**src/rtl/can_bit_timing_if.sv**
```systemverilog
// Signal bundle between the TQ generator / bit-stream MAC side and the CAN bit timing block.
// master drives configuration, strobes and bus level; slave is the timing block itself.
interface can_bit_timing_if #(
  parameter int TSEG1_W = 5,
  parameter int TSEG2_W = 4
);
  logic               enable;
  logic               tq_pulse;
  logic [TSEG1_W-1:0] tseg1;
  logic [TSEG2_W-1:0] tseg2;
  logic [1:0]         sjw;
  logic               hard_sync_en;
  logic               rx;
  logic               sample_point;
  logic               sampled_bit;
  logic               tx_point;
  logic [1:0]         seg_state;

  modport master (
    output enable,
    output tq_pulse,
    output tseg1,
    output tseg2,
    output sjw,
    output hard_sync_en,
    output rx,
    input  sample_point,
    input  sampled_bit,
    input  tx_point,
    input  seg_state
  );

  modport slave (
    input  enable,
    input  tq_pulse,
    input  tseg1,
    input  tseg2,
    input  sjw,
    input  hard_sync_en,
    input  rx,
    output sample_point,
    output sampled_bit,
    output tx_point,
    output seg_state
  );
endinterface

```
**src/rtl/can_bit_timing.sv**
```systemverilog
// CAN nominal bit timing: splits each bit into SYNC/TSEG1/TSEG2 on TQ strobes, emits
// sample/tx strobes, and applies hard sync and SJW-limited resync on falling rx edges.
module can_bit_timing #(
  parameter int TSEG1_W = 5,
  parameter int TSEG2_W = 4,
  parameter int CNT_W   = 5
) (
  input  logic            clock,
  input  logic            reset,
  can_bit_timing_if.slave bus
);
  localparam int LW = CNT_W + 1;

  typedef enum logic [1:0] {
    SEG_IDLE  = 2'd0,
    SEG_SYNC  = 2'd1,
    SEG_TSEG1 = 2'd2,
    SEG_TSEG2 = 2'd3
  } seg_e;

  seg_e               seg_q, seg_d;
  logic [CNT_W-1:0]   cnt_q, cnt_d;
  logic [TSEG1_W-1:0] tseg1_lat_q, tseg1_lat_d;
  logic [TSEG2_W-1:0] tseg2_lat_q, tseg2_lat_d;
  logic [2:0]         sjw_lat_q, sjw_lat_d;
  logic [2:0]         lengthen_q, lengthen_d;
  logic [2:0]         shorten_q, shorten_d;
  logic               resync_done_q, resync_done_d;
  logic               rx_prev_q, rx_prev_d;
  logic               sampled_bit_q, sampled_bit_d;
  logic               sample_point_q, sample_point_d;
  logic               tx_point_q, tx_point_d;

  logic               cfg_ok;
  logic               edge_det;
  logic               hard_sync;
  logic               resync;
  logic               jump_end;
  logic               short_now;
  logic [LW-1:0]      cnt_ext;
  logic [LW-1:0]      sjw_ext;
  logic [LW-1:0]      seg1_len;
  logic [LW-1:0]      seg2_len;
  logic [LW-1:0]      remaining;
  logic [LW-1:0]      lengthen_new;
  logic [LW-1:0]      seg1_eff;
  logic [LW-1:0]      seg2_eff;

  assign cfg_ok    = bus.enable & (|bus.tseg1) & (|bus.tseg2);
  assign edge_det  = bus.enable & rx_prev_q & ~bus.rx;
  assign hard_sync = edge_det & bus.hard_sync_en;
  assign resync    = edge_det & ~bus.hard_sync_en & ~resync_done_q;

  assign cnt_ext      = LW'(cnt_q);
  assign sjw_ext      = LW'(sjw_lat_q);
  assign seg1_len     = LW'(tseg1_lat_q) + LW'(lengthen_q);
  assign seg2_len     = LW'(tseg2_lat_q) - LW'(shorten_q);
  assign remaining    = seg2_len - cnt_ext;
  assign lengthen_new = ((cnt_ext + LW'(1)) < sjw_ext) ? (cnt_ext + LW'(1)) : sjw_ext;

  // Adjustments decided this cycle already steer this cycle's end-of-segment compare.
  assign jump_end  = resync & (seg_q == SEG_TSEG2) & (remaining <= sjw_ext);
  assign short_now = resync & (seg_q == SEG_TSEG2) & (remaining > sjw_ext);
  assign seg1_eff  = (resync && (seg_q == SEG_TSEG1)) ? (LW'(tseg1_lat_q) + lengthen_new) : seg1_len;
  assign seg2_eff  = short_now ? (LW'(tseg2_lat_q) - sjw_ext) : seg2_len;

  always_comb begin
    seg_d          = seg_q;
    cnt_d          = cnt_q;
    tseg1_lat_d    = tseg1_lat_q;
    tseg2_lat_d    = tseg2_lat_q;
    sjw_lat_d      = sjw_lat_q;
    lengthen_d     = lengthen_q;
    shorten_d      = shorten_q;
    resync_done_d  = resync_done_q;
    rx_prev_d      = bus.rx;
    sampled_bit_d  = sampled_bit_q;
    sample_point_d = 1'b0;
    tx_point_d     = 1'b0;

    if (!cfg_ok) begin
      seg_d         = SEG_IDLE;
      cnt_d         = '0;
      lengthen_d    = '0;
      shorten_d     = '0;
      resync_done_d = 1'b0;
    end else if (seg_q == SEG_IDLE) begin
      tseg1_lat_d = bus.tseg1;
      tseg2_lat_d = bus.tseg2;
      sjw_lat_d   = 3'(bus.sjw) + 3'd1;
      seg_d       = SEG_SYNC;
      cnt_d       = '0;
      tx_point_d  = 1'b1;
    end else if (hard_sync) begin
      // An edge inside SYNC_SEG already sits at the bit start, so no new tx_point.
      seg_d         = SEG_TSEG1;
      cnt_d         = '0;
      lengthen_d    = '0;
      shorten_d     = '0;
      resync_done_d = 1'b1;
      tx_point_d    = (seg_q != SEG_SYNC);
    end else begin
      case (seg_q)
        SEG_SYNC: begin
          if (bus.tq_pulse) begin
            seg_d = SEG_TSEG1;
            cnt_d = '0;
          end
        end
        SEG_TSEG1: begin
          if (resync) begin
            lengthen_d    = 3'(lengthen_new);
            resync_done_d = 1'b1;
          end
          if (bus.tq_pulse) begin
            if (cnt_ext == seg1_eff - LW'(1)) begin
              sample_point_d = 1'b1;
              sampled_bit_d  = bus.rx;
              resync_done_d  = 1'b0;
              lengthen_d     = '0;
              shorten_d      = '0;
              seg_d          = SEG_TSEG2;
              cnt_d          = '0;
            end else begin
              cnt_d = cnt_q + CNT_W'(1);
            end
          end
        end
        SEG_TSEG2: begin
          if (jump_end) begin
            // The edge's own TQ becomes SYNC_SEG of the next bit.
            tx_point_d    = 1'b1;
            seg_d         = SEG_TSEG1;
            cnt_d         = '0;
            lengthen_d    = '0;
            shorten_d     = '0;
            resync_done_d = 1'b1;
          end else begin
            if (short_now) begin
              shorten_d     = sjw_lat_q;
              resync_done_d = 1'b1;
            end
            if (bus.tq_pulse) begin
              if (cnt_ext == seg2_eff - LW'(1)) begin
                tx_point_d = 1'b1;
                seg_d      = SEG_SYNC;
                cnt_d      = '0;
                shorten_d  = '0;
              end else begin
                cnt_d = cnt_q + CNT_W'(1);
              end
            end
          end
        end
        default: begin
          seg_d = SEG_IDLE;
          cnt_d = '0;
        end
      endcase
    end
  end

  always_ff @(posedge clock) begin
    if (reset) begin
      seg_q          <= SEG_IDLE;
      cnt_q          <= '0;
      tseg1_lat_q    <= '0;
      tseg2_lat_q    <= '0;
      sjw_lat_q      <= '0;
      lengthen_q     <= '0;
      shorten_q      <= '0;
      resync_done_q  <= 1'b0;
      rx_prev_q      <= 1'b1;
      sampled_bit_q  <= 1'b1;
      sample_point_q <= 1'b0;
      tx_point_q     <= 1'b0;
    end else begin
      seg_q          <= seg_d;
      cnt_q          <= cnt_d;
      tseg1_lat_q    <= tseg1_lat_d;
      tseg2_lat_q    <= tseg2_lat_d;
      sjw_lat_q      <= sjw_lat_d;
      lengthen_q     <= lengthen_d;
      shorten_q      <= shorten_d;
      resync_done_q  <= resync_done_d;
      rx_prev_q      <= rx_prev_d;
      sampled_bit_q  <= sampled_bit_d;
      sample_point_q <= sample_point_d;
      tx_point_q     <= tx_point_d;
    end
  end

  assign bus.sample_point = sample_point_q;
  assign bus.sampled_bit  = sampled_bit_q;
  assign bus.tx_point     = tx_point_q;
  assign bus.seg_state    = seg_q;
endmodule

```
**src/flat_wrapper.sv**
```systemverilog
// flat-port wrapper written by rule: the top's interface ports become plain ports
module can_bit_timing_flat 
#(
  parameter int TSEG1_W = 5,
  parameter int TSEG2_W = 4,
  parameter int CNT_W   = 5
)
  (clock, reset, bus_enable, bus_tq_pulse, bus_tseg1, bus_tseg2, bus_sjw, bus_hard_sync_en, bus_rx, bus_sample_point, bus_sampled_bit, bus_tx_point, bus_seg_state);
  can_bit_timing_if #(.TSEG1_W(TSEG1_W), .TSEG2_W(TSEG2_W)) bus_i ();
  input  logic clock;
  input  logic reset;
  input wire logic [$bits(bus_i.enable)-1:0] bus_enable;
  input wire logic [$bits(bus_i.tq_pulse)-1:0] bus_tq_pulse;
  input wire logic [$bits(bus_i.tseg1)-1:0] bus_tseg1;
  input wire logic [$bits(bus_i.tseg2)-1:0] bus_tseg2;
  input wire logic [$bits(bus_i.sjw)-1:0] bus_sjw;
  input wire logic [$bits(bus_i.hard_sync_en)-1:0] bus_hard_sync_en;
  input wire logic [$bits(bus_i.rx)-1:0] bus_rx;
  output wire logic [$bits(bus_i.sample_point)-1:0] bus_sample_point;
  output wire logic [$bits(bus_i.sampled_bit)-1:0] bus_sampled_bit;
  output wire logic [$bits(bus_i.tx_point)-1:0] bus_tx_point;
  output wire logic [$bits(bus_i.seg_state)-1:0] bus_seg_state;
  assign bus_i.enable = bus_enable;
  assign bus_i.tq_pulse = bus_tq_pulse;
  assign bus_i.tseg1 = bus_tseg1;
  assign bus_i.tseg2 = bus_tseg2;
  assign bus_i.sjw = bus_sjw;
  assign bus_i.hard_sync_en = bus_hard_sync_en;
  assign bus_i.rx = bus_rx;
  assign bus_sample_point = bus_i.sample_point;
  assign bus_sampled_bit = bus_i.sampled_bit;
  assign bus_tx_point = bus_i.tx_point;
  assign bus_seg_state = bus_i.seg_state;
  can_bit_timing #(.TSEG1_W(TSEG1_W), .TSEG2_W(TSEG2_W), .CNT_W(CNT_W)) u_core (.clock(clock), .reset(reset), .bus(bus_i));
endmodule
```
**config.mk**
```make
export PLATFORM = sky130hd
export DESIGN_NAME = can_bit_timing_flat
export DESIGN_NICKNAME = d
export VERILOG_FILES = /design/src/rtl/can_bit_timing_if.sv /design/src/rtl/can_bit_timing.sv /design/src/flat_wrapper.sv
export SDC_FILE = /design/constraint.sdc
export NUM_CORES = 1
export LEC_CHECK = 0
export CORE_MARGIN = 4
export CORE_UTILIZATION = 50
export CTS_BUF_LIST = sky130_fd_sc_hd__clkbuf_4
export CTS_CLUSTER_DIAMETER = 120
export DETAILED_ROUTE_END_ITERATION = 8
export PLACE_DENSITY = 0.7
export SETUP_SLACK_MARGIN = 0.1
export SLEW_MARGIN = 20
export SYNTH_ARGS = -nofsm -noshare
export SYNTH_HDL_FRONTEND = slang
export SYNTH_SLANG_ARGS = --single-unit
```
**constraint.sdc**
```tcl
create_clock -name clock -period 16.18 [get_ports clock]
set_clock_uncertainty 0.15 [all_clocks]
set_input_delay 2.427 -clock clock [delete_from_list [all_inputs] [get_ports clock]]
set_output_delay 2.427 -clock clock [all_outputs]
set_load 0.02 [all_outputs]
```
==> flow_metrics.py <==
metrics = {
    "outcome": {
        "run_status": "finished clean",
    },
    "layout": {
        "multiInputGateArea_um2": 2130,
        "area_delta_synth_final_pct": 11.3,
        "final_net_count": 400,
        "mostFrequentLayoutCell": "nor2_1",
        "final_cell_mix": "nor2_1, dfxtp_1, ha_1",
        "drive_gt1_frac": 0.0873,
        "final_cells": 427,
        "post-route-util": 0.575,
        "fillers": 527,
        "seq_area_um2": 601,
        "diodes": 0,
    },
    "route": {
        "ant_nets": 0,
        "drt_iter0_drc": 161,
        "routed_wl_mm": 6.34,
        "viasPerCell": 5.65,
        "dr.pass1.iters": 5,
        "wl_per_cell_um": 14.9,
        "route.detailed.drc": 0,
        "dr_total_vias": 2414,
    },
    "die": {
        "io_pins": 22,
        "num_rows": 27,
        "start_util": 0.517,
        "core_area_um2": 5510,
        "die_h_um": 83.4,
        "die_w_um": 83.4,
        "dieArea_um2": 6960,
    },
    "setup_path": {
        "crit_type": "in2reg",
        "crit_top_cell": "nand2_1",
        "cp_max_fo": 4,
        "crit_chain": "clkdlybuf4s50_1 -> nand2_1 -> or2_1 -> nor3_1 -> nand2_1 -> mux2_2 -> ha_1 -> inv_1 -> fa_1 -> xor2_1 -> and3_1 -> o21a_1 -> a21boi_0 -> a31oi_1 -> a2111oi_4 -> or2_2 -> nor2_1 -> o311a_1 -> a2bb2o_2",
        "worst_path_max_delay_cell": "clkdlybuf4s50_1",
        "crit_arrival_ps": 7150,
        "slowest_delay_ps": 510,
        "crit_buf_inv": 2,
        "timing.rr.end": "u_core.shorten_q[2]$_SDFFE_PP0P_",
        "end_kind": "flip-flop",
        "r2r_cells": 23,
        "cp-start-kind": "input port",
        "cp_top_family": "compound AO/OA/AOI/OAI gates",
        "crit_required_ps": 16260,
        "r2r_slack_ps": 10130,
        "r2r_start": "u_core.tseg2_lat_q[0]$_SDFFE_PP0P_",
    },
    "hold_path": {
        "hold_path.class": "reg2reg",
        "worst_hold_startpoint": "u_core.shorten_q[1]$_SDFFE_PP0P_",
        "holdPathEnd": "u_core.shorten_q[1]$_SDFFE_PP0P_",
        "worstHoldPathCells": 1,
    },
    "synthesis": {
        "yosysWarnings": 0,
        "synthCells": 333,
        "synth_top_family_by_area": "compound AO/OA/AOI/OAI gates",
        "ys_seq_area_frac": 0.211,
        "synth-main-ff-cell": "dfxtp_1",
        "ys_ff_latch": 30,
        "yosysUniqueCellTypes": 66,
        "synth_compound_area_frac": 0.239,
        "synth_xor_area_frac": 0.0756,
        "yosysTopAreaCell": "dfxtp_1",
        "synth_area_um2": 2850,
        "synth_adder_area_share": 0.138,
        "syn_area_per_cell_um2": 8.54,
        "synthMuxAreaShare": 0.0761,
        "yosysTopAreaCellShare": 0.211,
        "synth_area_leaders": "dfxtp_1, ha_1, mux2i_1",
        "async_reset_ff_frac": 0,
        "synth_edf_count": 0,
        "yosys.area_share.simple": 0.217,
    },
    "sta": {
        "period_minus_slack_ps": 7070,
        "maxSlewHeadroom": 0.502,
        "hold_violations": 0,
        "tns_ps": 0,
        "tightest_slew_ps": 740,
        "setup_ws_ps": 9110,
        "fmax_mhz": 142,
        "period_share": 0.437,
        "slew_violations": 0,
        "grt_setup_unrepaired": "false",
        "setup_violations": 0,
    },
    "pwr": {
        "comb_power_share": 0.391,
        "p_sw_frac": 0.359,
        "power.switching_mw": 0.0728,
        "p_clk_frac": 0.218,
        "power_density_nw_per_um2": 64.0,
        "seq_power_share": 0.392,
        "ir_drop_mv": 0.0420,
        "p_leak_nw": 1.30,
        "intPower_mw": 0.130,
    },
    "placed_design": {
        "place_ws_ps": 8880,
        "dp_hpwl_mm": 5.15,
        "io_buffer_count": 21,
        "gp_congestion": 0.947,
        "dp_cells": 419,
    },
    "global_routing": {
        "grt.busiest_layer": "met2",
        "gr-usage-met2": 0.294,
        "grt_antenna_before_repair": 0,
        "gr-usage-met1": 0.269,
        "grt_max_degree": 17,
        "groute.usage.overall": 0.190,
        "grt_pass1_wl_mm": 11.0,
        "use_met3": 0.0387,
        "grt_pass1_vias": 2350,
        "grt_overflow": 0,
    },
    "clock_tree": {
        "root_buffer": "clkbuf_4",
        "postCtsSetupBuffers": 0,
        "clk_pin_slew_ps": 90,
        "post_cts_resized": 0,
        "hold_buffers": 0,
        "cts_tree": "yes",
        "cts_made_buffers": 5,
        "cts_sinks": 30,
        "clk_latency_ps": 340,
        "clockBufferDepth": 2,
        "h-tree-depth": 2,
    },
    "job": {
        "cap_viol_max_count": 0,
    },
}
worst max path at each step:
stage          slack (ps)  cells after the start        from                          endpoint
2_1_floorplan        9790                     18  bus_enable  u_core.shorten_q[0]$_SDFFE_PP0P_
3_3_place_gp         9000                     19  bus_enable  u_core.shorten_q[2]$_SDFFE_PP0P_
3_5_place_dp         8880                     19  bus_enable  u_core.shorten_q[0]$_SDFFE_PP0P_
4_1_cts              9170                     19  bus_enable  u_core.shorten_q[2]$_SDFFE_PP0P_
5_1_grt              8810                     19  bus_enable      u_core.cnt_q[4]$_SDFFE_PP0P_
6_report             9110                     19  bus_enable  u_core.shorten_q[2]$_SDFFE_PP0P_
metal layers:
layer,wire length [um],vias to the layer above
li1,-,1254
met1,3180,1107
met2,2840,43
met3,231,10
met4,93,0
met5,0,-
metrics by stage:
step / hold slack [ps] / cell area, um2 / power, mW
floorplan: 312 / 2850 / 0.142
global placement: 321 / 3110 / 0.158
detailed placement: 327 / 3110 / 0.160
CTS: 350 / 3170 / 0.204
global route: 372 / 3170 / 0.218
finish: 349 / 3170 / 0.203
cell usage after synthesis, types with 2 or more instances:
cell	instances
a211oi_1	8
a21boi_0	2
a21o_1	7
a21oi_1	8
a22o_1	2
a2bb2o_2	3
a31oi_1	4
a32o_1	3
and2_1	2
and3_1	7
clkbuf_1	5
dfxtp_1	30
fa_1	4
ha_1	25
inv_1	22
mux2_2	5
mux2i_1	16
nand2_1	22
nand2b_1	10
nand3_1	16
nor2_1	34
nor2b_1	3
nor3_1	8
nor4_1	3
o211ai_1	3
o21a_1	5
o21ai_0	7
o21ai_1	3
o22ai_1	2
o311a_1	3
o311ai_4	2
o31ai_1	3
or2_2	2
or4_1	2
xnor2_1	11
xor2_1	11
cell families (layout without fill, tap and decap cells):
group | count (synthesis) | count (layout)
buf+inv | 30 | 51
other cells | 1 | 2
fa+ha+maj | 29 | 29
mux | 21 | 21
flops | 30 | 30
simple gates | 120 | 120
compound gates | 79 | 79
xor+xnor | 23 | 23
worst reg2reg max path: stages (launching register included):
cell and delay [ps]:
dfxtp_1 320, inv_1 70, ha_1 160, inv_1 50
fa_1 400, xor2_1 400, ha_1 370, xor2_1 190
ha_1 300, o21a_1 120, o21ai_1 120, o311ai_1 150
nand2_1 150, a21oi_1 430, mux2_2 400, ha_1 250
xnor2_1 290, xor2_1 170, nand4_1 110, a211oi_1 320
a21o_1 180, o311ai_4 160, o311a_1 430, a2bb2o_2 260
layout make-up:
class / count / area share
clock buffer: 6 / 0.0142
clock inverter: 2 / 0.00276
inverter: 22 / 0.0261
multi-input combinational: 274 / 0.673
sequential: 30 / 0.190
tap: 72 / 0.0284
timing repair buffer: 21 / 0.0664
registers in the layout (all words and copies together) (netlist names):
signal                   flops
u_core.rx_prev_q             1
u_core.lengthen_q            3
u_core.cnt_q                 5
u_core.bus.sample_point      1
u_core.tseg1_lat_q           5
u_core.shorten_q             3
u_core.resync_done_q         1
u_core.bus.sampled_bit       1
u_core.bus.seg_state         2
u_core.tseg2_lat_q           4
u_core.sjw_lat_q             3
u_core.bus.tx_point          1
power groups by stage:
stage / Combinational (mW) / Sequential, mW / Clock [mW]
after global placement: 0.0769 / 0.0811 / 0
after global routing: 0.0885 / 0.0799 / 0.0494
after detailed placement: 0.0788 / 0.0811 / 0
after floorplan: 0.0617 / 0.0803 / 0
final: 0.0792 / 0.0793 / 0.0441
after CTS: 0.0792 / 0.0794 / 0.0457
No activity file was read; power rests on OpenSTA's default activity.
